File: src/rtl/imem_loader_if.sv
// Byte-stream and instruction-memory write bus of the program loader.
//   in_valid / in_data / in_ready : framed byte stream into the loader
//   mem_we / mem_addr / mem_wdata : single-cycle word write into instruction memory
// Modports:
//   master : stream source / memory side (drives bytes, observes writes)
//   slave  : the loader itself
interface imem_loader_if #(
    parameter int ADDR_W = 6
);
    logic              in_valid;
    logic [7:0]        in_data;
    logic              in_ready;
    logic              mem_we;
    logic [ADDR_W-1:0] mem_addr;
    logic [31:0]       mem_wdata;

    modport master (
        output in_valid, in_data,
        input  in_ready, mem_we, mem_addr, mem_wdata
    );

    modport slave (
        input  in_valid, in_data,
        output in_ready, mem_we, mem_addr, mem_wdata
    );
endinterface

File: src/rtl/imem_loader.sv
// Byte-stream program loader: writer side of the instruction memory.
// Accepts a frame LEN_LO, LEN_HI, 4*N data bytes, CHK over a valid/ready
// byte stream, packs little-endian 32-bit words, writes them to word
// addresses 0..N-1, and releases core_hold only once the frame's
// modulo-256 data checksum matches.
// Ports:
//   clk, reset      clock, asynchronous active-high reset
//   start           1-cycle pulse, honoured in IDLE / DONE / ERR only
//   bus             imem_loader_if.slave (byte stream in, memory write out)
//   core_hold       1 = keep core in reset (0 only in DONE)
//   busy            load in progress (LEN_LO..CHK)
//   done / error    level status of the last load
module imem_loader #(
    parameter int ADDR_W = 6
) (
    input  logic          clk,
    input  logic          reset,
    input  logic          start,
    imem_loader_if.slave  bus,
    output logic          core_hold,
    output logic          busy,
    output logic          done,
    output logic          error
);

    typedef enum logic [2:0] {
        ST_IDLE   = 3'd0,
        ST_LEN_LO = 3'd1,
        ST_LEN_HI = 3'd2,
        ST_DATA   = 3'd3,
        ST_CHK    = 3'd4,
        ST_DONE   = 3'd5,
        ST_ERR    = 3'd6
    } state_t;

    localparam logic [16:0] DEPTH_L = 17'(2 ** ADDR_W);

    // Running modulo-256 checksum of data bytes.
    function automatic logic [7:0] chk_add(input logic [7:0] acc, input logic [7:0] b);
        return acc + b;
    endfunction

    state_t            state_r;
    state_t            next_state_s;

    logic              in_ready_r;
    logic              mem_we_r;
    logic [ADDR_W-1:0] mem_addr_r;
    logic [31:0]       mem_wdata_r;
    logic              core_hold_r;
    logic              busy_r;
    logic              done_r;
    logic              error_r;

    logic [7:0]        len_lo_r;
    logic [ADDR_W-1:0] last_idx_r;
    logic [ADDR_W-1:0] word_idx_r;
    logic [1:0]        byte_cnt_r;
    logic [31:0]       word_r;
    logic [7:0]        sum_r;

    logic              xfer_s;
    logic              start_ok_s;
    logic [15:0]       n_s;
    logic              len_ok_s;
    logic              last_byte_s;

    assign xfer_s      = bus.in_valid & in_ready_r;
    assign start_ok_s  = start & ((state_r == ST_IDLE) | (state_r == ST_DONE) | (state_r == ST_ERR));
    assign n_s         = {bus.in_data, len_lo_r};
    assign len_ok_s    = (n_s != 16'd0) && ({1'b0, n_s} <= DEPTH_L);
    // 4th byte of the final word of the frame.
    assign last_byte_s = (byte_cnt_r == 2'd3) && (word_idx_r == last_idx_r);

    // State register.
    always_ff @(posedge clk or posedge reset) begin
        if (reset) begin
            state_r <= ST_IDLE;
        end else begin
            state_r <= next_state_s;
        end
    end

    // Next-state logic; a stall (no transfer) always holds the state.
    always_comb begin
        next_state_s = state_r;
        case (state_r)
            ST_IDLE, ST_DONE, ST_ERR: begin
                if (start) next_state_s = ST_LEN_LO;
                else       next_state_s = state_r;
            end
            ST_LEN_LO: begin
                if (xfer_s) next_state_s = ST_LEN_HI;
                else        next_state_s = state_r;
            end
            ST_LEN_HI: begin
                if (xfer_s) next_state_s = len_ok_s ? ST_DATA : ST_ERR;
                else        next_state_s = state_r;
            end
            ST_DATA: begin
                if (xfer_s && last_byte_s) next_state_s = ST_CHK;
                else                       next_state_s = state_r;
            end
            ST_CHK: begin
                if (xfer_s) next_state_s = (bus.in_data == sum_r) ? ST_DONE : ST_ERR;
                else        next_state_s = state_r;
            end
            default: next_state_s = ST_IDLE;
        endcase
    end

    // Status outputs registered from the next state so they track state_r exactly.
    always_ff @(posedge clk or posedge reset) begin
        if (reset) begin
            in_ready_r  <= 1'b0;
            busy_r      <= 1'b0;
            done_r      <= 1'b0;
            error_r     <= 1'b0;
            core_hold_r <= 1'b1;
        end else begin
            in_ready_r  <= (next_state_s == ST_LEN_LO) | (next_state_s == ST_LEN_HI) |
                           (next_state_s == ST_DATA)   | (next_state_s == ST_CHK);
            busy_r      <= (next_state_s == ST_LEN_LO) | (next_state_s == ST_LEN_HI) |
                           (next_state_s == ST_DATA)   | (next_state_s == ST_CHK);
            done_r      <= (next_state_s == ST_DONE);
            error_r     <= (next_state_s == ST_ERR);
            core_hold_r <= (next_state_s != ST_DONE);
        end
    end

    // Length capture, word assembly, checksum and memory write strobe.
    always_ff @(posedge clk or posedge reset) begin
        if (reset) begin
            len_lo_r    <= 8'd0;
            last_idx_r  <= '0;
            word_idx_r  <= '0;
            byte_cnt_r  <= 2'd0;
            word_r      <= 32'd0;
            sum_r       <= 8'd0;
            mem_we_r    <= 1'b0;
            mem_addr_r  <= '0;
            mem_wdata_r <= 32'd0;
        end else begin
            mem_we_r <= 1'b0;
            if (start_ok_s) begin
                word_idx_r <= '0;
                byte_cnt_r <= 2'd0;
                word_r     <= 32'd0;
                sum_r      <= 8'd0;
                mem_addr_r <= '0;
            end else if (xfer_s) begin
                case (state_r)
                    ST_LEN_LO: len_lo_r <= bus.in_data;
                    // Only meaningful when the length is in range.
                    ST_LEN_HI: last_idx_r <= ADDR_W'(n_s - 16'd1);
                    ST_DATA: begin
                        // Shift in from the top: first byte ends up in bits 7:0.
                        word_r     <= {bus.in_data, word_r[31:8]};
                        sum_r      <= chk_add(sum_r, bus.in_data);
                        byte_cnt_r <= byte_cnt_r + 2'd1;
                        if (byte_cnt_r == 2'd3) begin
                            mem_we_r    <= 1'b1;
                            mem_wdata_r <= {bus.in_data, word_r[31:8]};
                            mem_addr_r  <= word_idx_r;
                            // Saturate on the last word so the index never wraps.
                            if (word_idx_r != last_idx_r) word_idx_r <= word_idx_r + 1'b1;
                            else                          word_idx_r <= word_idx_r;
                        end else begin
                            mem_we_r <= 1'b0;
                        end
                    end
                    default: mem_we_r <= 1'b0;
                endcase
            end else begin
                mem_we_r <= 1'b0;
            end
        end
    end

    assign bus.in_ready  = in_ready_r;
    assign bus.mem_we    = mem_we_r;
    assign bus.mem_addr  = mem_addr_r;
    assign bus.mem_wdata = mem_wdata_r;
    assign core_hold     = core_hold_r;
    assign busy          = busy_r;
    assign done          = done_r;
    assign error         = error_r;

endmodule

File: src/flat_wrapper.sv
// flat-port wrapper written by rule: the top's interface ports become plain ports
module imem_loader_flat 
#(
    parameter int ADDR_W = 6
)
  (clk, reset, start, core_hold, busy, done, error, bus_in_valid, bus_in_data, bus_in_ready, bus_mem_we, bus_mem_addr, bus_mem_wdata);
  imem_loader_if #(.ADDR_W(ADDR_W)) bus_i ();
  input  logic clk;
  input  logic reset;
  input  logic start;
  output logic core_hold;
  output logic busy;
  output logic done;
  output logic error;
  input wire logic [$bits(bus_i.in_valid)-1:0] bus_in_valid;
  input wire logic [$bits(bus_i.in_data)-1:0] bus_in_data;
  output wire logic [$bits(bus_i.in_ready)-1:0] bus_in_ready;
  output wire logic [$bits(bus_i.mem_we)-1:0] bus_mem_we;
  output wire logic [$bits(bus_i.mem_addr)-1:0] bus_mem_addr;
  output wire logic [$bits(bus_i.mem_wdata)-1:0] bus_mem_wdata;
  assign bus_i.in_valid = bus_in_valid;
  assign bus_i.in_data = bus_in_data;
  assign bus_in_ready = bus_i.in_ready;
  assign bus_mem_we = bus_i.mem_we;
  assign bus_mem_addr = bus_i.mem_addr;
  assign bus_mem_wdata = bus_i.mem_wdata;
  imem_loader #(.ADDR_W(ADDR_W)) u_core (.clk(clk), .reset(reset), .start(start), .bus(bus_i), .core_hold(core_hold), .busy(busy), .done(done), .error(error));
endmodule
File: config.mk
export PLATFORM = sky130hd
export DESIGN_NAME = imem_loader_flat
export DESIGN_NICKNAME = d
export VERILOG_FILES = /design/src/rtl/imem_loader_if.sv /design/src/rtl/imem_loader.sv /design/src/flat_wrapper.sv
export SDC_FILE = /design/constraint.sdc
export NUM_CORES = 1
export LEC_CHECK = 0
export CAP_MARGIN = 20
export CORE_MARGIN = 2
export CORE_UTILIZATION = 60
export CTS_BUF_LIST = sky130_fd_sc_hd__clkbuf_4 sky130_fd_sc_hd__clkbuf_8
export DETAILED_ROUTE_END_ITERATION = 10
export GPL_ROUTABILITY_DRIVEN = 0
export PLACE_DENSITY = 0.95
export SKIP_CTS_REPAIR_TIMING = 1
export SYNTH_ARGS = -nofsm -noshare
export SYNTH_HDL_FRONTEND = slang
export SYNTH_SLANG_ARGS = --single-unit
File: constraint.sdc
create_clock -name clk -period 8.55 [get_ports clk]
set_input_delay 1.2825 -clock clk [delete_from_list [all_inputs] [get_ports clk]]
set_output_delay 1.2825 -clock clk [all_outputs]
set_load 0.02 [all_outputs]
Word-level counts from Yosys, hierarchy flattened
Cells that the tools add are included.
{"block": "totals", "memories": 0, "mem_bits_ro": 0, "latchBits": 0, "in_bits": 12, "wordCells": 90, "mem_bits_rw": 0, "out_inout_bits": 44, "ff_bits": 108}
{"block": "op_classes", "mul": 0, "n_bitwise": 8, "addsub": 4, "eq_ne": 17, "div_mod_pow": 0, "shifts": 0, "magnitude_cmp": 1, "mux": 30, "n_reduce_logical": 16}
{"operator": "32-bit two-way mux", "count": 3}
{"operator": "6-bit two-way mux", "count": 9}
{"operator": "8-bit two-way mux", "count": 3}
{"operator": "3-bit equality test (second input constant)", "count": 6}
{"operator": "3-bit two-way mux", "count": 6}
{"operator": "16-bit by 7-bit less-or-equal comparator with 1-bit output (second input constant)", "count": 1}
{"operator": "16-bit nonzero test", "count": 1}
{"operator": "3-bit one-hot mux with 5 select lines", "count": 1}
{"operator": "3-bit by 2-bit equality test with 1-bit output (second input constant)", "count": 4}
{"operator": "3-bit AND reduction", "count": 3}
{"operator": "8-bit adder", "count": 1}
{"operator": "8-bit equality test", "count": 1}
{"operator": "2-bit two-way mux", "count": 4}
{"operator": "4-bit AND reduction", "count": 2}
{"operator": "2-bit nonzero test", "count": 4}
{"operator": "6-bit by 1-bit adder with 6-bit output (second input constant)", "count": 1}
{"operator": "3-bit by 1-bit equality test with 1-bit output (second input constant)", "count": 2}
{"operator": "6-bit equality test", "count": 1}
{"operator": "6-bit != test", "count": 1}
{"operator": "6-bit by 1-bit subtractor with 6-bit output (second input constant)", "count": 1}
{"operator": "1-bit bitwise OR", "count": 5}
{"operator": "1-bit two-way mux", "count": 4}
{"operator": "1-bit logical AND", "count": 3}
{"operator": "3-bit zero test", "count": 1}
{"operator": "7 further kinds", "count": 8}

Depth between registers and ports, before layout
Gate-level depths: netlist (run 1).
{"block": "logic_depth", "word_depth": 9, "mapped_depth": 8, "depth_no_buf": 7}

Least setup slack after synthesis (run 1)
Ideal clock, no wire load.
{"block": "synth_path", "path_type": "input port to flip-flop", "from": "input bus_in_data[3]", "to": "register u_core.in_ready_r (netlist: u_core.bus.in_ready)", "arrival_ns": 2.758, "n_path_buf": 0, "slack_ns": 5.712, "required_ns": 8.470, "path_stages": 6, "cell_sequence": "ha_1 -> nor4_1 -> nand3_1 -> a211oi_1 -> nor4b_1 -> xnor2_1"}
{"block": "synth_via", "elab_chain_cells": 9, "elab_cells_between_ends": 16, "cone_classes": "1 x order compare; 5 x eq/ne; 5 x mux; 3 x bitwise; 2 x reduce/logical"}
{"item": "from (decl)", "line_no": "flat_wrapper.sv:16", "rtl": "input wire logic [$bits(bus_i.in_data)-1:0] bus_in_data;"}
{"item": "16-bit by 7-bit less-or-equal comparator with 1-bit output or 16-bit nonzero test (tied branches)", "line_no": "imem_loader.sv:71", "rtl": "assign len_ok_s = (n_s != 16'd0) && ({1'b0, n_s} <= DEPTH_L);"}
{"item": "1-bit logical AND", "line_no": "imem_loader.sv:71"}
{"item": "3-bit two-way mux (2 in a row)", "line_no": "imem_loader.sv:97", "rtl": "if (xfer_s) next_state_s = len_ok_s ? ST_DATA : ST_ERR;"}
{"item": "3-bit one-hot mux with 5 select lines *", "line_no": "imem_loader.sv:87", "rtl": "case (state_r)"}
{"item": "3-bit by 1-bit equality test with 1-bit output or 3-bit by 2-bit equality test with 1-bit output (tied branches)", "line_no": "imem_loader.sv:121", "rtl": "in_ready_r <= (next_state_s == ST_LEN_LO) | (next_state_s == ST_LEN_HI) |"}
{"item": "1-bit bitwise OR (2 in a row)", "line_no": "imem_loader.sv:121"}
{"item": "1-bit bitwise OR *", "line_no": "imem_loader.sv:122", "rtl": "(next_state_s == ST_DATA) | (next_state_s == ST_CHK);"}
{"item": "to (signal assigned)", "line_no": "imem_loader.sv:121"}
{"item": "to (decl)", "line_no": "imem_loader.sv:46", "rtl": "logic in_ready_r;"}
Every way passes the cells marked *; elsewhere a longest branch is shown, timed or not.
A chain may end at the register's enable or synchronous reset.

Worst setup path in the final report (run 1)
{"block": "layout_path", "from": "input bus_in_data[6]", "to": "register u_core.in_ready_r (netlist: u_core.bus.in_ready)"}
The elaborated chain is that of the path after synthesis.

==> qor.yml, run 1 <==
power:
  irDropWorstVdd_v: 0.000117
  p_leak_nw: 2.55
  power_w: 0.00133
  power_density_nw_per_um2: 244
worst_setup_path:
  reg2reg_slack_ns: 5.84
  cp.arrival_ns: 3.85
  reg2reg_from: "u_core.state_r[0]"
  start_kind: "input port"
  worst_setup_path_end_kind: "register"
  critPathMaxFanout: 6
  rr_worst_depth: 5
  crit_type: "input port to register"
  required_ns: 8.83
  rr_endpoint: "u_core.word_idx_r[4]"
sta:
  fin_crit_sh_pct: 41.8
  slew_headroom_pct: 40.7
  setup_viol: 0
  tightestPinTransition_ns: 0.889
  fmax_ghz: 0.280
  report.final.slew_viol_count: 0
  rsz0062_at_grt: "false"
  finalCriticalPeriod_ns: 3.57
  hold_viol: 0
  finClkSkew_ns: 0.0104
  setup_tns_ns: 0
  whs_ns: 0.480
routing:
  routed-wl-met3_um: 555
  drt-met1-wl_um: 4430
  vias: 3755
  routedWlPerCell_um: 15.8
  drcViolationCount: 0
  first_iter_violations: 313
  routed.top_layer: "met4"
  first_pass_iters: 4
  wirelength_um: 10300
  vias_per_cell: 5.76
  antenna_left: 0
  wl_met2_um: 5130
logic_synthesis:
  yosys-top-cells-area: "dfrtp_1 53%, nand2_1 15%, o21ai_0 5.1%"
  syn_inst: 499
  ys_types: 51
  synth_flop_cell: "dfrtp_1"
  synth_fp_nets: 523
  yosys_warnings: 0
  synth_largest_area_cell: "dfrtp_1"
  synth_top_cell_area_share_pct: 53.4
  async_flop_share_pct: 100
  synth_edf_count: 0
  syn-cell-area_sq_um: 4640
  synth-seq-area-share_pct: 54.0
  avgSynthCellArea_sq_um: 9.29
  synth-seq-cells: 100
run_status:
  status: "complete, no violations"
die:
  core_area_sq_um: 7610
  die_y_um: 91.9
  row_count: 32
  start_util_pct: 61.0
  die_w_um: 91.9
  die_area_sq_um: 8450
  io_pins: 56
global_route:
  grt_max_degree: 73
  antenna_found_initial: 0
  grt_usage_pct: 25.8
  grt_pass1_vias: 3675
  grt_first_pass_wirelength_um: 17400
  gr-total-overflow: 0
cells_and_area:
  fin_area_sq_um: 5460
  final_cell_mix: "184 x nand2_1, 99 x dfrtp_1, 55 x clkdlybuf4s50_1"
  final_common_cell: "nand2_1"
  syn2layout_area_growth_pct: 17.6
  drive_gt1_share_pct: 6.91
  num_antenna_cells: 0
  fin_nets: 569
clocking:
  htreeDepth: 3
  clock-sinks: 100
  cts_inserted_buffers: 9
  cts_buffer_depth: 2
  cts_tree: "built"
  root_buffer: "clkbuf_8"
  insertion_delay_ns: 0.36
  clk_pin_slew_worst_paths_ns: 0.09
worst_hold_path:
  min_from: "u_core.bus.mem_wdata[4]"
  hold_path.class: "register to register"
  holdPathEnd: "u_core.bus.mem_wdata[4]"
  hold_depth: 2
placed_design:
  dpl_cell_area_sq_um: 5230
  portBuffers: 55
  dp_hpwl_um: 6720
flow_run:
  drv_cap: 0
-- per-stage QoR --
stage | instances | setup WS (ns) | utilization (%)
after floorplan | 499 | 4.65 | -
after global placement | 634 | 4.48 | 68.8
after detailed placement | 634 | 4.27 | 68.8
after CTS | 650 | 4.66 | 71.3
after global routing | 652 | 4.83 | 71.7
final | 652 | 4.98 | 71.7
-- routing by layer --
layer  track usage (%)  up-vias
li1                  -     1762
met1              34.3     1817
met2              42.4      158
met3              3.45       18
met4              11.8        0
met5                 0        -
-- worst max-delay path, stage by stage --
cell and delay (ns):
clkdlybuf4s50_1 0.55, ha_1 0.43, nor4_1 0.36, nand3_1 0.19, a211oi_1 0.46, nor4b_1 0.41, xnor2_1 0.17
-- worst max path at each step --
stage / from / end / slack, ns / cells after the start
after floorplan: reset / u_core.bus.in_ready / 4.65 / 1
after detailed placement: bus_in_valid / u_core.bus.mem_addr[3] / 4.27 / 6
after global routing: bus_in_valid / u_core.word_idx_r[4] / 4.83 / 6
after CTS: bus_in_valid / u_core.bus.mem_addr[3] / 4.66 / 6
after global placement: bus_in_valid / u_core.bus.mem_addr[3] / 4.48 / 6
final: bus_in_data[6] / u_core.bus.in_ready / 4.98 / 7
-- report_power, final --
part | switching, W | internal (W) | leakage [nW]
Sequential | 0.0000893 | 0.000557 | 1.36
Clock | 0.000162 | 0.000123 | 0.0940
Combinational | 0.000236 | 0.000163 | 1.10
-- cells by family after synthesis --
family,share of synthesized area (%)
compound gates,10.8
xor+xnor,3.78
fa+ha+maj,3.40
buf+inv,3.02
flops,54.0
mux,2.13
simple gates,22.9
-- cell type report --
type | instances | area, sq um
flip-flops and latches | 100 | 2500
fillers | 517 | 2150
multi-input cells | 366 | 1990
repair buffers | 61 | 616
clock buffers | 12 | 153
well taps | 102 | 128
clock inverters | 4 | 33.8
inverters | 7 | 28.8
-- state kept, by name, indices dropped and copies added, names as in the netlist --
name,cells
u_core.bus.mem_we,1
u_core.bus.in_ready,1
u_core.done,1
u_core.state_r,3
u_core.byte_cnt_r,2
u_core.word_idx_r,6
u_core.bus.mem_wdata,32
u_core.bus.mem_addr,6
u_core.error,1
u_core.last_idx_r,6
u_core.len_lo_r,8
u_core.sum_r,8
u_core.core_hold,1
u_core.word_r,24
-- synthesized netlist by cell type (all sizes together), types with 3 or more instances --
cell type and count:
xor2 11, ha 11, a21oi 9, buf 7
inv 7, a211oi 5, xnor2 9, a21boi 3
clkbuf 19, nor3 7, dfrtp 99, nor2 12
mux2 7, o21ai 53, nor4 5, nand3 6
nand2 184, nor3b 5, nor2b 3, nand3b 4
and3b 3
(Power assumes the default switching activity.)
==> run 2: changes to the inputs <==
--- a/config.mk
+++ b/config.mk
@@ -7,11 +7,11 @@
 export LEC_CHECK = 0
 export CAP_MARGIN = 20
 export CORE_MARGIN = 2
-export CORE_UTILIZATION = 60
+export CORE_UTILIZATION = 58
 export CTS_BUF_LIST = sky130_fd_sc_hd__clkbuf_4 sky130_fd_sc_hd__clkbuf_8
 export DETAILED_ROUTE_END_ITERATION = 10
 export GPL_ROUTABILITY_DRIVEN = 0
-export PLACE_DENSITY = 0.95
+export PLACE_DENSITY = 0.94
 export SKIP_CTS_REPAIR_TIMING = 1
 export SYNTH_ARGS = -nofsm -noshare
 export SYNTH_HDL_FRONTEND = slang
==> constraint.sdc (replaced) <==
create_clock -name clk -period 3.7 [get_ports clk]
set_input_delay 0.555 -clock clk [delete_from_list [all_inputs] [get_ports clk]]
set_output_delay 0.555 -clock clk [all_outputs]
set_load 0.02 [all_outputs]
==> run 2 against run 1 <==
Effect of this change: clock skew up 0.0011 ns; design area about the same; wire length is 0.11% higher; combinational power rose by 130%; clock power rose by 140%; power increased by 130%; hold slack hardly changed; first-iteration DRC count increased by 1.9%; non-clock buffer count grew 2; sequential power grew 130%.
==> qor.yml, run 2 (synthesis gave the netlist of run 1 again) <==
global_route:
  grt_pass1_vias: 3714  # +1.1%
  gr-total-overflow: 0  # unchanged
  grt_usage_pct: 25.4  # -0.36 points
  grt_first_pass_wirelength_um: 17300  # -0.44%
  antenna_found_initial: 0  # unchanged
  grt_max_degree: 57  # -22%
routing:
  vias: 3780  # +0.67%
  wirelength_um: 10300  # +0.11%
  drcViolationCount: 0  # unchanged
  routedWlPerCell_um: 15.8  # -0.20%
  first_pass_iters: 7  # +3
  first_iter_violations: 319  # +1.9%
  vias_per_cell: 5.78  # +0.36%
  antenna_left: 0  # unchanged
clocking:
  htreeDepth: 3  # unchanged
  root_buffer: "clkbuf_8"
  clk_pin_slew_worst_paths_ns: 0.10  # about the same
  insertion_delay_ns: 0.37  # about the same
  cts_inserted_buffers: 9  # unchanged
  cts_tree: "built"
  clock-sinks: 100  # unchanged
  cts_buffer_depth: 2  # unchanged
power:
  power_density_nw_per_um2: 569  # +130%
  p_leak_nw: 2.56  # +0.23%
  irDropWorstVdd_v: 0.000326  # +180%
  power_w: 0.00310  # +130%
sta:
  fmax_ghz: 0.388
  fin_crit_sh_pct: 69.7
  slew_headroom_pct: 43.4  # +2.7 points
  report.final.slew_viol_count: 0  # unchanged
  rsz0062_at_grt: "false"
  finalCriticalPeriod_ns: 2.58
  postLayoutSetupSlackWorst_ns: 1.12  # -3.86 ns
  hold_viol: 0  # unchanged
  finClkSkew_ns: 0.0115  # +0.00109 ns
  tightestPinTransition_ns: 0.846  # -0.0433 ns
  setup_tns_ns: 0  # unchanged
  setup_viol: 0  # unchanged
worst_setup_path:
  crit_type: "input port to register"
  critPathMaxFanout: 6  # unchanged
  start_kind: "input port"
  startpoint: "bus_in_data[1]"
  worst_setup_path_end_kind: "register"
  reg2reg_from: "u_core.state_r[0]"
  cp.arrival_ns: 2.88  # -0.97 ns
  required_ns: 4.00  # -4.83 ns
cells_and_area:
  num_antenna_cells: 0  # unchanged
  final_cell_mix: "184 x nand2_1, 99 x dfrtp_1, 55 x clkdlybuf4s50_1"
  largest_reg_flops: 32  # unchanged
  drive_gt1_share_pct: 7.25  # +0.34 points
  final_common_cell: "nand2_1"
  fin_nets: 571  # +0.35%
  syn2layout_area_growth_pct: 17.7  # about the same
  fillers: 544  # +5.2%
  finalNonFillerCells: 654  # +0.31%
worst_hold_path:
  min_from: "u_core.bus.mem_wdata[13]"
  hold_path.class: "register to register"
die:
  start_util_pct: 60.0  # -0.95 points
  die_area_sq_um: 8730  # +3.3%
  core_area_sq_um: 7730  # +1.6%
  io_pins: 56  # unchanged
  row_count: 32  # unchanged
  die_w_um: 93.4  # +1.6%
  die_y_um: 93.4  # +1.6%
placed_design:
  portBuffers: 55  # unchanged
  dp_cells: 638  # +0.63%
  dp_slack_ns: 0.766  # -3.51 ns
  dp_hpwl_um: 7240  # +7.8%
flow_run:
  drv_cap: 0  # unchanged
run_status:
  status: "complete, no violations"
## run 2: metrics by stage
step                      util, %  hold slack (ns)  cell area, sq um
after detailed placement     68.1            0.459              5260
after CTS                    70.6            0.485              5460
after floorplan                 -            0.439              4640
after global placement       68.1            0.456              5260
after global routing         70.6            0.515              5460
final                        70.6            0.480              5460
## run 2: worst paths after layout
kind / endpoint / cells after the start / slack [ns]
worst max-delay path: u_core.bus.in_ready / 7 / 1.12
worst min-delay path: u_core.bus.mem_wdata[13] / 2 / 0.48
worst max register to register: u_core.word_idx_r[5] / 6 / 1.45
worst min register to register: u_core.bus.mem_wdata[13] / 2 / 0.48
max in group asynchronous: u_core.core_hold / 3 / 2.24
min in group asynchronous: u_core.bus.mem_wdata[6] / 2 / 0.61
## run 2: per-layer routing
| metal | share of wire (%) | wire length [um] | track usage [%] | vias up |
|---|---|---|---|---|
| met1 | 41 | 4220 | 32.9 | 1828 |
| met5 | 0 | 0 | 0 | - |
| met2 | 50 | 5150 | 42.0 | 157 |
| li1 | - | - | - | 1762 |
| met4 | 3.2 | 326 | 12.4 | 0 |
| met3 | 6.0 | 616 | 3.79 | 33 |
## run 2: final cells by class
cell class / count / area (sq um) / area share [%]
clock buffer: 10 / 138 / 2.52
multi-input combinational: 366 / 1990 / 36.5
timing repair buffer: 63 / 611 / 11.2
sequential: 100 / 2500 / 45.9
inverter: 7 / 28.8 / 0.527
tap: 102 / 128 / 2.34
clock inverter: 6 / 55.1 / 1.01
## run 2: critical path: stages
cell and delay (ns):
clkdlybuf4s50_1 0.56, ha_1 0.40, nor4_1 0.32, nand3_1 0.14
a211oi_1 0.37, nor4b_1 0.37, xnor2_1 0.16
## run 2: power by group
| part | total, W | leakage [nW] | switching, W | internal [W] |
|---|---|---|---|---|
| registers | 0.00150 | 1.36 | 0.000212 | 0.00129 |
| clock network | 0.000671 | 0.0964 | 0.000397 | 0.000275 |
| logic | 0.000935 | 1.10 | 0.000555 | 0.000380 |
| total | 0.00310 | 2.56 | 0.00116 | 0.00194 |
==> run 3: changes to the inputs <==
==> constraint.sdc (replaced) <==
create_clock -name clk -period 2.4 [get_ports clk]
set_input_delay 0.36 -clock clk [delete_from_list [all_inputs] [get_ports clk]]
set_output_delay 0.36 -clock clk [all_outputs]
set_load 0.02 [all_outputs]
==> run 3 against run 2 <==
Effect of this change: clock power grew 70%; sequential power grew 53%; clock-buffer cell count unchanged; non-clock buffer count up 15; combinational power increased by 58%; global-route usage is 0.61 points higher; hold slack worse by 0.037 ns.
==> qor.yml, run 3 (synthesis gave the netlist of run 1 again) <==
run_status:
  status: "complete, no violations"
cells_and_area:
  num_antenna_cells: 0  # unchanged
  register_area_sq_um: 2500  # unchanged
  largest_reg_flops: 32  # unchanged
  final_common_cell: "nand2_1"
  fin_nets: 586  # +2.6%
  utilization_pct: 72.9  # +2.3 points
  syn2layout_area_growth_pct: 21.5
  final_cell_mix: "184 x nand2_1, 99 x dfrtp_1, 55 x clkdlybuf4s50_1"
  multi_input_area_sq_um: 2000  # +0.31%
  fillers: 555  # +2.0%
  drive_gt1_share_pct: 9.88  # +2.6 points
routing:
  routedWlPerCell_um: 15.6  # -0.94%
  wirelength_um: 10500  # +1.3%
  first_iter_violations: 223  # -30%
  drcViolationCount: 0  # unchanged
  first_pass_iters: 4  # -3
  vias_per_cell: 5.67  # -1.9%
  vias: 3795  # +0.40%
  antenna_left: 0  # unchanged
clocking:
  insertion_delay_ns: 0.36  # about the same
  htreeDepth: 3  # unchanged
  cts_tree: "built"
  clock-sinks: 100  # unchanged
  root_buffer: "clkbuf_8"
  cts_buffer_depth: 2  # unchanged
  clk_pin_slew_worst_paths_ns: 0.10  # about the same
  cts_inserted_buffers: 9  # unchanged
die:
  row_count: 32  # unchanged
  die_area_sq_um: 8730  # unchanged
  core_area_sq_um: 7730  # unchanged
  start_util_pct: 60.0  # unchanged
  die_w_um: 93.4  # unchanged
  io_pins: 56  # unchanged
  die_y_um: 93.4  # unchanged
sta:
  whs_ns: 0.443  # -0.0367 ns
  report.final.slew_viol_count: 0  # unchanged
  finalCriticalPeriod_ns: 2.23
  fin_crit_sh_pct: 92.9
  finClkSkew_ns: 0.0108  # -0.000636 ns
  setup_viol: 0  # unchanged
  slew_headroom_pct: 54.8  # +11 points
  tightestPinTransition_ns: 0.677  # -0.169 ns
  hold_viol: 0  # unchanged
  fmax_ghz: 0.449
  rsz0062_at_grt: "false"
power:
  switching_share_pct: 36.1  # -1.4 points
  share_comb_of_total_power_pct: 30.1  # about the same
  irDropWorstVdd_v: 0.000413  # +27%
  power_w: 0.00492  # +59%
  p_leak_nw: 2.65  # +3.6%
  seqPwrFrac_pct: 46.8  # -1.5 points
  p_clk_share_pct: 23.1  # +1.5 points
  p_int_w: 0.00315  # +62%
  power_density_nw_per_um2: 874  # +54%
  p_switching_w: 0.00177  # +53%
worst_setup_path:
  start_kind: "input port"
  critPathMaxFanout: 4  # -2
  rr_worst_depth: 6  # unchanged
  startpoint: "bus_in_data[3]"
  worst_setup_path_end_kind: "register"
  crit_end: "u_core.bus.in_ready"
  required_ns: 2.68  # -1.32 ns
  crit_type: "input port to register"
  cp.arrival_ns: 2.51  # -0.37 ns
  reg2reg_slack_ns: 0.24  # -1.21 ns
  reg2reg_from: "u_core.sum_r[1]"
  rr_endpoint: "u_core.bus.in_ready"
global_route:
  grt_usage_pct: 26.0  # +0.61 points
  gr-total-overflow: 0  # unchanged
  antenna_found_initial: 0  # unchanged
  grt_pass1_vias: 3729  # +0.40%
  grt_first_pass_wirelength_um: 17900  # +3.8%
  grt_max_degree: 44  # -23%
placed_design:
  dp_hpwl_um: 7250  # +0.15%
  portBuffers: 55  # unchanged
flow_run:
  drv_cap: 0  # unchanged
worst_hold_path:
  hold_path.class: "input port to asynchronous set/reset pin"
## run 3: worst max-delay path, stage by stage
cell	delay, ns
clkdlybuf4s50_1	0.43
ha_1	0.36
nor4_1	0.32
nand3_1	0.17
a211oi_1	0.38
nor4b_2	0.31
xnor2_1	0.16
## run 3: metal layers
layer  GRT usage, %  wire, um  vias to the layer above
li1               -         -                     1791
met1           34.8      4350                     1836
met2           42.6      5270                      141
met3           4.43       598                       27
met4           10.3       235                        0
met5              0         0                        -
## run 3: how the worst min path moves through the flow
stage,from,to,slack [ns],depth (start not counted)
3_5_place_dp,u_core.bus.mem_wdata[6],u_core.bus.mem_wdata[6],0.46,2
5_1_grt,reset,u_core.word_r[9],0.48,2
6_report,reset,u_core.word_r[30],0.44,2
2_1_floorplan,u_core.word_r[8],u_core.bus.mem_wdata[0],0.44,2
4_1_cts,reset,u_core.word_r[30],0.46,2
3_3_place_gp,u_core.word_r[14],u_core.bus.mem_wdata[6],0.46,2
## run 3: stage by stage
step / TNS [ns] / cell area, sq um / worst slack [ns] / std cells
floorplan: 0 / 4640 / 0.484 / 499
global placement: -0.0837 / 5420 / -0.0837 / 653
detailed placement: -0.194 / 5420 / -0.194 / 653
CTS: 0 / 5630 / 0.121 / 669
global route: 0 / 5630 / 0.00289 / 669
finish: 0 / 5630 / 0.171 / 669
## run 3: area by class of cell
class / instances / area share (%)
flip-flops and latches: 100 / 44.4
clock buffers: 10 / 2.44
well taps: 102 / 2.27
repair buffers: 78 / 13.5
multi-input cells: 366 / 35.5
clock inverters: 6 / 1.33
inverters: 7 / 0.533
## run 3: power groups by stage
| stage | registers, W | logic (W) | clock network, W |
|---|---|---|---|
| final | 0.00230 | 0.00148 | 0.00114 |
| after global routing | 0.00235 | 0.00164 | 0.00125 |
| after CTS | 0.00230 | 0.00145 | 0.00115 |
| after detailed placement | 0.00233 | 0.00143 | 0 |
| after global placement | 0.00229 | 0.00136 | 0 |
| after floorplan | 0.00223 | 0.00110 | 0 |
